## src/rtl/fifo_pkg.sv

```systemverilog
// fifo_pkg: sizing helpers, read-mode constants and the error-flag type shared by sync_fifo_flags.
package fifo_pkg;

    localparam int MODE_STD  = 0;
    localparam int MODE_FWFT = 1;

    typedef struct packed {
        logic overflow;
        logic underflow;
    } err_flags_t;

    function automatic int ptr_width(input int depth);
        return $clog2(depth) + 1;
    endfunction

    function automatic int count_width(input int depth);
        return $clog2(depth) + 1;
    endfunction

endpackage

```

## src/rtl/sync_fifo_mem.sv

```systemverilog
// sync_fifo_mem: WIDTH x DEPTH storage with a synchronous write port and a registered read port.
module sync_fifo_mem #(
    parameter int WIDTH = 32,
    parameter int DEPTH = 16
) (
    input  logic                     clk,
    input  logic                     rstn,
    input  logic                     wr_en,
    input  logic [$clog2(DEPTH)-1:0] wr_addr,
    input  logic [WIDTH-1:0]         wr_data,
    input  logic                     rd_en,
    input  logic [$clog2(DEPTH)-1:0] rd_addr,
    output logic [WIDTH-1:0]         rd_data
);

    logic [WIDTH-1:0] mem_q [DEPTH];
    logic [WIDTH-1:0] rd_data_q, rd_data_d;

    always_comb begin
        rd_data_d = rd_en ? mem_q[rd_addr] : rd_data_q;
    end

    // Storage is deliberately not reset; only the output register is.
    always_ff @(posedge clk) begin
        if (wr_en) mem_q[wr_addr] <= wr_data;
    end

    always_ff @(posedge clk or negedge rstn) begin
        if (!rstn) rd_data_q <= '0;
        else       rd_data_q <= rd_data_d;
    end

    assign rd_data = rd_data_q;

endmodule

```

## src/rtl/sync_fifo_flags.sv

```systemverilog
// sync_fifo_flags: single-clock FIFO with standard/FWFT read, threshold flags, occupancy
// count and sticky overflow/underflow errors; all flags are registered.
module sync_fifo_flags
    import fifo_pkg::*;
#(
    parameter int WIDTH     = 32,
    parameter int DEPTH     = 16,
    parameter int FWFT      = 0,
    parameter int AF_THRESH = DEPTH - 2,
    parameter int AE_THRESH = 2
) (
    input  logic                          clk,
    input  logic                          rstn,
    input  logic                          write_en,
    input  logic [WIDTH-1:0]              data_in,
    input  logic                          read_en,
    output logic [WIDTH-1:0]              data_out,
    output logic                          data_valid,
    output logic                          empty,
    output logic                          full,
    output logic                          almost_empty,
    output logic                          almost_full,
    output logic [count_width(DEPTH)-1:0] count,
    input  logic                          clr_err,
    output logic                          overflow,
    output logic                          underflow
);

    localparam int AW = $clog2(DEPTH);
    localparam int PW = ptr_width(DEPTH);
    localparam int CW = count_width(DEPTH);
    localparam logic [CW-1:0] FULL_CNT = CW'(DEPTH);
    localparam logic [CW-1:0] AF_CNT   = CW'(AF_THRESH);
    localparam logic [CW-1:0] AE_CNT   = CW'(AE_THRESH);
    localparam logic          IS_FWFT  = (FWFT == MODE_FWFT);

    logic [PW-1:0] wptr_q, wptr_d, rptr_q, rptr_d;
    logic [CW-1:0] count_q, count_d;
    logic          valid_q, valid_d;
    logic          empty_q, empty_d;
    logic          full_q, full_d;
    logic          ae_q, ae_d;
    logic          af_q, af_d;
    err_flags_t    err_q, err_d;
    logic          push, pop, mem_rd, mem_has_word;

    // In FWFT the output register holds the head word: memory is read whenever that
    // register is free or being vacated, so count spans memory plus output register.
    always_comb begin
        push            = write_en && !full_q;
        pop             = read_en && !empty_q;
        mem_has_word    = wptr_q != rptr_q;
        mem_rd          = IS_FWFT ? (mem_has_word && (!valid_q || pop)) : pop;
        wptr_d          = push ? wptr_q + 1'b1 : wptr_q;
        rptr_d          = mem_rd ? rptr_q + 1'b1 : rptr_q;
        count_d         = count_q + CW'(push) - CW'(pop);
        valid_d         = IS_FWFT ? (mem_rd || (valid_q && !pop)) : pop;
        empty_d         = IS_FWFT ? !valid_d : (count_d == '0);
        full_d          = count_d == FULL_CNT;
        af_d            = count_d >= AF_CNT;
        ae_d            = count_d <= AE_CNT;
        err_d.overflow  = (err_q.overflow && !clr_err) || (write_en && full_q);
        err_d.underflow = (err_q.underflow && !clr_err) || (read_en && empty_q);
    end

    always_ff @(posedge clk or negedge rstn) begin
        if (!rstn) begin
            wptr_q  <= '0;
            rptr_q  <= '0;
            count_q <= '0;
            valid_q <= 1'b0;
            empty_q <= 1'b1;
            full_q  <= 1'b0;
            ae_q    <= 1'b1;
            af_q    <= 1'b0;
            err_q   <= '0;
        end else begin
            wptr_q  <= wptr_d;
            rptr_q  <= rptr_d;
            count_q <= count_d;
            valid_q <= valid_d;
            empty_q <= empty_d;
            full_q  <= full_d;
            ae_q    <= ae_d;
            af_q    <= af_d;
            err_q   <= err_d;
        end
    end

    sync_fifo_mem #(
        .WIDTH (WIDTH),
        .DEPTH (DEPTH)
    ) u_mem (
        .clk     (clk),
        .rstn    (rstn),
        .wr_en   (push),
        .wr_addr (wptr_q[AW-1:0]),
        .wr_data (data_in),
        .rd_en   (mem_rd),
        .rd_addr (rptr_q[AW-1:0]),
        .rd_data (data_out)
    );

    assign data_valid   = valid_q;
    assign empty        = empty_q;
    assign full         = full_q;
    assign almost_empty = ae_q;
    assign almost_full  = af_q;
    assign count        = count_q;
    assign overflow     = err_q.overflow;
    assign underflow    = err_q.underflow;

endmodule

```

## config.mk

```make
export PLATFORM = sky130hd
export DESIGN_NAME = sync_fifo_flags
export DESIGN_NICKNAME = d
export VERILOG_FILES = /design/src/rtl/fifo_pkg.sv /design/src/rtl/sync_fifo_mem.sv /design/src/rtl/sync_fifo_flags.sv
export SDC_FILE = /design/constraint.sdc
export NUM_CORES = 1
export LEC_CHECK = 0
export CORE_MARGIN = 1
export CORE_UTILIZATION = 62
export CTS_BUF_LIST = sky130_fd_sc_hd__clkbuf_8
export DETAILED_ROUTE_END_ITERATION = 10
export GPL_TIMING_DRIVEN = 0
export PLACE_DENSITY_LB_ADDON = 0.1
export SKIP_CTS_REPAIR_TIMING = 1
export SLEW_MARGIN = 10
export SYNTH_ARGS = -nofsm -noshare
export SYNTH_HDL_FRONTEND = slang
export SYNTH_SLANG_ARGS = --single-unit
```

## constraint.sdc

```tcl
create_clock -name clk -period 3.7 [get_ports clk]
set_clock_uncertainty 0.1 [all_clocks]
set_input_delay 0.74 -clock clk [delete_from_list [all_inputs] [get_ports clk]]
set_output_delay 0.74 -clock clk [all_outputs]
set_load 0.02 [all_outputs]
```

==> qor.yml <==
timing:
  final.period_utilization_pct: 92.3
  worstMarginPinSlew_ns: 1.09
  hold_viol_final: 0
  setup_tns_ns: 0
  timing.final.max_slew_violations: 0
  timing.slew.headroom_pct: 27.5
  min_cycle_time_layout_ns: 3.41
  setup_violations: 0
  unrepaired_setup_endpoints_after_global_routing: "no"
  fmaxAchievable_mhz: 293
synth:
  synth_seq_cells: 564
  main_area_contributors_after_synthesis: "edfxtp_1 71%, mux4_2 6.6%, mux2i_1 5.9%, dfrtp_1 5.7%, o22ai_1 1.8%"
  postSynthAreaPerCell_um2: 19.3
  async_reset_ff_share_pct: 9.22
  dominant_combinational_cell_family_by_area_after_synthesis: "multiplexers"
  post-synth-top-area-fraction_pct: 70.5
  synth_ff_type: "edfxtp_1"
  synth_area_mm2: 0.0218
  number_of_enable_type_register_cells_in_the_synthesized_netlist: 512
  synth_xor_area_share_pct: 0.402
  syn-num-nets: 1175
  synthSimpleGateAreaFrac_pct: 2.49
  synth-warning-count: 0
  synth_compound_area_share_pct: 5.50
  gate_count_after_technology_mapping: 1127
  synth_area_in_adders_pct: 0.666
  area_leader_netlist: "edfxtp_1"
  synth.lib_cells_used.distinct: 38
  yosys-mux-area-fraction_pct: 12.5
  ys_seq_area_share_pct: 76.5
detailed_routing:
  ant_nets: 0
  detailroute.via_count: 11300
  wirelength_um: 47200
  vias_per_cell: 6.16
  wire_length_per_cell_um: 25.7
  drt_drc_violations_left: 0
  detailedRoute.firstIterationViolations: 1010
  first_pass_iters: 5
power_and_ir_drop:
  comb_power_share_pct: 33.1
  power.internal_uw: 13200
  cellPowerDensity_mw_per_mm2: 777
  power.net_switching_uw: 6450
  power.clock.fraction_pct: 25.6
  ir_drop_uv: 555
  power_frac_seq_pct: 41.3
  swShare_pct: 32.8
  leakagePower_uw: 0.00877
final_layout:
  share_of_cells_above_drive_strength_1_pct: 19.3
  final_design_area_no_fill_mm2: 0.0253
  most_frequent_standard_cell_in_the_layout_excluding_fill_and_tap_cells: "edfxtp_1"
  final-seq-area_mm2: 0.0167
  multiInputGateArea_mm2: 0.00472
  area.growth.synth_to_final_pct: 16.1
  antenna-diode-count: 0
  final_nets: 1358
  finish.cell_count_without_fillers: 1837
  final_cell_mix: "512 x edfxtp_1, 128 x mux2i_1, 103 x clkbuf_8"
  filler_cell_count_in_the_final_layout: 2095
floorplan:
  initial_utilization_pct: 63.1
  die_area_mm2: 0.0359
  die_x_um: 190
  die-height_um: 190
  coreArea_mm2: 0.0345
  fp-row-count: 68
  floorplan.io_pins: 81
setup_path:
  crit-reg2reg-capture: "almost_empty"
  timing.critical_path.slowest_stage_cell: "clkdlybuf4s50_1"
  worstPathCellList: "clkdlybuf4s50_1 -> nor2b_1 -> clkbuf_1 -> inv_1 -> ha_1 -> inv_1 -> ha_1 -> fa_1 -> a21o_1 -> a21oi_1 -> xnor2_1 -> a2111oi_0"
  critical_path.endpoint_type: "register"
  crit_path_end: "almost_empty"
  critical_path_required_time_ns: 4.10
  r2r_slack_ns: 0.32
  critPathArrivalTime_ns: 3.81
  r2r-start: "empty"
  worst-path-max-fanout: 8
  reg2regPathDepth: 10
  path_class: "in -> reg"
  worstSetupStartpointType: "input pin"
  critical-path-max-stage-delay_ns: 0.47
  critPathLaunch: "write_en"
clock_network:
  clkSinkCount: 564
  clock_latency_late_sink_ns: 0.65
  clock-root-buffer: "clkbuf_8"
  tritoncts: "done"
  clk_pin_slew_ns: 0.06
  max-clock-path-buffers: 3
  cts_htree_levels: 3
  cts_buffers: 87
global_route:
  antenna_found_initial: 1
  global_route_wire_length_before_repair_um: 70900
  grt_max_degree: 53
  grt-ovfl-total: 0
  groute.usage.overall_pct: 27.6
  vias_in_the_first_global_route: 11600
job:
  max_cap_viol_count: 0
placement:
  dp.final_hpwl_um: 29600
  port_buffers: 80
  placed_cells_incl_taps: 1678
  final_weighted_congestion_in_routability_driven_placement: 0.768
  detailed_place.area_mm2: 0.0236
status:
  outcome: "finished clean"
min_path:
  hold_path_class: "in -> async"
power by group through the flow:
stage          sequential [uW]  combinational [uW]  clock [uW]
6_report                  8130                6500        5050
2_1_floorplan             8460                3990           0
3_3_place_gp              8250                6240           0
5_1_grt                   8190                6930        5380
4_1_cts                   8130                6540        5110
3_5_place_dp              8250                6520           0
per-layer routing:
layer	wire length (um)	share of wire [%]	global-route usage (%)	vias up
li1	-	-	-	4918
met1	20000	42	40.9	5825
met2	22400	47	42.2	501
met3	3830	8.1	5.33	79
met4	955	2.0	8.47	2
met5	13	0.028	0	-
area by class of cell:
type,instances,area share [%]
Timing Repair Buffer,96,4.74
Clock buffer,103,5.60
Multi-Input combinational cell,486,18.6
Clock inverter,58,1.22
Tap cell,455,2.25
Sequential cell,564,65.9
Inverter,12,0.178
Buffer,63,1.48
critical path: cells and delay by family:
kind                       cells  cell delay (ns)
buffers and inverters          4             0.98
AOI/OAI and AO/OA              3             0.80
and+or+nand+nor                1             0.17
adders and majority gates      3             0.94
xor gates and xnor gates       1             0.17
worst min-delay path by stage:
| stage | startpoint | to | slack [ns] | cells after the start |
|---|---|---|---|---|
| after global placement | u_mem.rd_data[25] | u_mem.rd_data[25] | 0.37 | 2 |
| after CTS | rstn | rptr_q[1] | 0.08 | 1 |
| after floorplan | rstn | almost_full | 0.34 | 0 |
| after detailed placement | u_mem.rd_data[21] | u_mem.rd_data[21] | 0.38 | 2 |
| after global routing | rstn | u_mem.rd_data[13] | 0.14 | 1 |
| final | rstn | u_mem.rd_data[13] | 0.10 | 1 |
Yosys cell counts (9+ instances only):
cell type  number
o22ai_1        64
dfrtp_1        50
buf_2           9
edfxtp_1      512
xnor2_1         9
and2_1         16
mux2i_1       128
buf_4          13
mux4_2         64
o21ai_1        32
clkbuf_1       30
o31ai_1        32
ha_1           10
a211oi_2       20
inv_1          11
nand2_1        42
nor2b_1        33
a211oi_1       12
sequential cells by signal, indices dropped and copies added, names as in the netlist:
register,flops
almost_empty,1
almost_full,1
count,5
data_valid,1
empty,1
full,1
overflow,1
rptr_q,4
u_mem.mem_q,512
u_mem.rd_data,32
underflow,1
wptr_q,4
cell families after synthesis:
logic type      Yosys count
compound gates          169
fa+ha+maj                11
simple gates            104
flops                   564
xor+xnor                 10
mux                     192
buf+inv                  77
stage by stage:
step                power (uW)  setup WS [ns]  hold WS (ns)  util (%)
floorplan                12400          0.371         0.344         -
global placement         14500         -0.991         0.367      67.1
detailed placement       14800          -1.02         0.377      68.3
CTS                      19800         -0.432        0.0834      73.3
global route             20500         0.0563         0.139      73.3
finish                   19700          0.285         0.103      73.3
Note: power is estimated with default switching activity, not from simulation.
==> RTL change: new RTL, same settings <==
Reset style: synchronous (`rstn`), changed in 2 clocked blocks.
--- a/src/rtl/sync_fifo_mem.sv
+++ b/src/rtl/sync_fifo_mem.sv
@@ -27,3 +27,3 @@
 
-    always_ff @(posedge clk or negedge rstn) begin
+    always_ff @(posedge clk) begin
         if (!rstn) rd_data_q <= '0;
--- a/src/rtl/sync_fifo_flags.sv
+++ b/src/rtl/sync_fifo_flags.sv
@@ -65,3 +65,3 @@
 
-    always_ff @(posedge clk or negedge rstn) begin
+    always_ff @(posedge clk) begin
         if (!rstn) begin
Function: differs if rstn is asserted again (counterexample within 4 cycles, from zero or initial values and one cycle with rstn low); with rstn held inactive, the same outputs for 4 cycles.
==> RTL change against the unedited design <==
- register-to-register slack better by 0.37 ns
- sequential cell count stayed put
- via count is 5.1% lower
- sequential share of layout area is 0.085 points lower
- design area is 1.4% lower
- synthesized area is 2.2% lower
- routed wire length is 4.5% lower
- synthesized cell count is 7.8% lower
- worst setup slack better by 0.12 ns
- global-route usage is 0.66 points lower
- critical endpoint is now full
- highest routed layer is now met4
Power is not compared: it rests on default switching activity, and its combinational part moved more than twofold at a synthesized area within 25%.
==> RTL change: results (changes against the unedited design) <==
critPathArrivalTime_ns: 3.73  # was 3.81 ns
dp.cells: 1590  # was 1678
netlist_top_cells_count: "512 x edfxtp_1, 97 x mux4_2, 64 x mux2i_1"  # was 512 x edfxtp_1, 128 x mux2i_1, 64 x mux4_2, 64 x o22ai_1, 50 x dfrtp_1
drt_iter0_drc: 1006  # was 1010
timing.slew.headroom: 0.293  # was 0.275
endpoint: "full"  # was almost_empty
nets: 1277  # was 1358
grt_max_degree: 22  # was 53
dp_hpwl_um: 28700  # was 29600 um
gp_congestion: 0.735  # was 0.768
cts_buffers: 85  # was 87
largest_reg_flops: 512  # unchanged
grt_antenna_before_repair: 0  # was 1
grtUsageMet3: 0.0546  # was 0.0533
antenna_cells_inserted: 0  # unchanged
ys_top_cells_by_area: "edfxtp_1 72%, mux4_2 10%, dfxtp_1 4.9%"  # was edfxtp_1 71%, mux4_2 6.6%, mux2i_1 5.9%
clkTransAtPathRegs_ns: 0.06  # about the same
drive_gt1_frac: 0.234  # was 0.193
utilization: 0.740  # was 0.733
fill_cells: 1956  # was 2095
clock.fmax_mhz: 304  # was 293 MHz
grt_use_met1: 0.370  # was 0.409
routedLengthMet1_um: 18400  # was 20000 um
reg2reg_slack_ns: 0.69  # was 0.32 ns
ys.flop_type: "edfxtp_1"  # unchanged
avgSynthCellArea_um2: 20.5  # was 19.3 um2
slowest_stage: "clkdlybuf4s50_1"  # unchanged
vias: 10800  # was 11300
synth.distinct_cells: 37  # was 38
grt_use_met2: 0.438  # was 0.422
grt_pass1_wl_um: 68300  # was 70900 um
largest-register: "u_mem.mem_q"  # unchanged
reg2reg_from: "full"  # was empty
wl_met2_um: 22500  # was 22400 um
ctsRootBufferMaster: "clkbuf_8"  # unchanged
synthArstFlopShare: 0  # was 0.0922
status: "finished clean"  # unchanged
synth_edf_count: 512  # unchanged
seq_area_frac_synth: 0.770  # was 0.765
dp_slack_ns: -0.173  # was -1.02 ns
clk-insertion-delay-late_ns: 0.64
grt_usage: 0.269  # was 0.276
dpl-instance-area_mm2: 0.0234  # was 0.0236 mm2
highest_layer: "met4"  # was met5
worstPathMaxFanout: 9  # was 8
ff2ff_path_depth: 11  # was 10
synth_nets: 1087  # was 1175
dr_wl_met3_um: 3090  # was 3830 um
hold_ws_ns: 0.396  # was 0.103 ns
routed_via_density: 6.15  # was 6.16
drtPass1Iterations: 5  # unchanged
hp-class: "register to register"  # was primary input to asynchronous set/reset pin
routed_wl_um: 45100  # was 47200 um
[RTL change: cell families after synthesis]
group,after synthesis,synth area share
flops,564,0.770
fa+ha+maj,11,0.00681
xor+xnor,10,0.00411
simple gates,84,0.0188
buf+inv,71,0.0161
mux,192,0.149
compound gates,107,0.0354
[RTL change: worst register-to-register path: stages (launching register included)]
cell and delay, ns:
dfxtp_1 0.32, nor2b_1 0.12, clkbuf_1 0.36, inv_1 0.12, ha_1 0.31, inv_1 0.04, ha_1 0.21, fa_1 0.44
a21o_1 0.17, a21oi_1 0.16, xnor2_1 0.22, nor4bb_1 0.33
[RTL change: power by group]
group	switching, uW	internal, uW
clock network	2300	2380
registers	119	7270
logic	1040	868
[RTL change: area by class of cell]
type                    instances  share of cell area
clock inverters                61              0.0104
plain buffers                  61              0.0122
clock buffers                  96              0.0530
well taps                     448              0.0225
repair buffers                103              0.0541
multi-input cells             404               0.188
inverters                      10             0.00150
flip-flops and latches        564               0.658
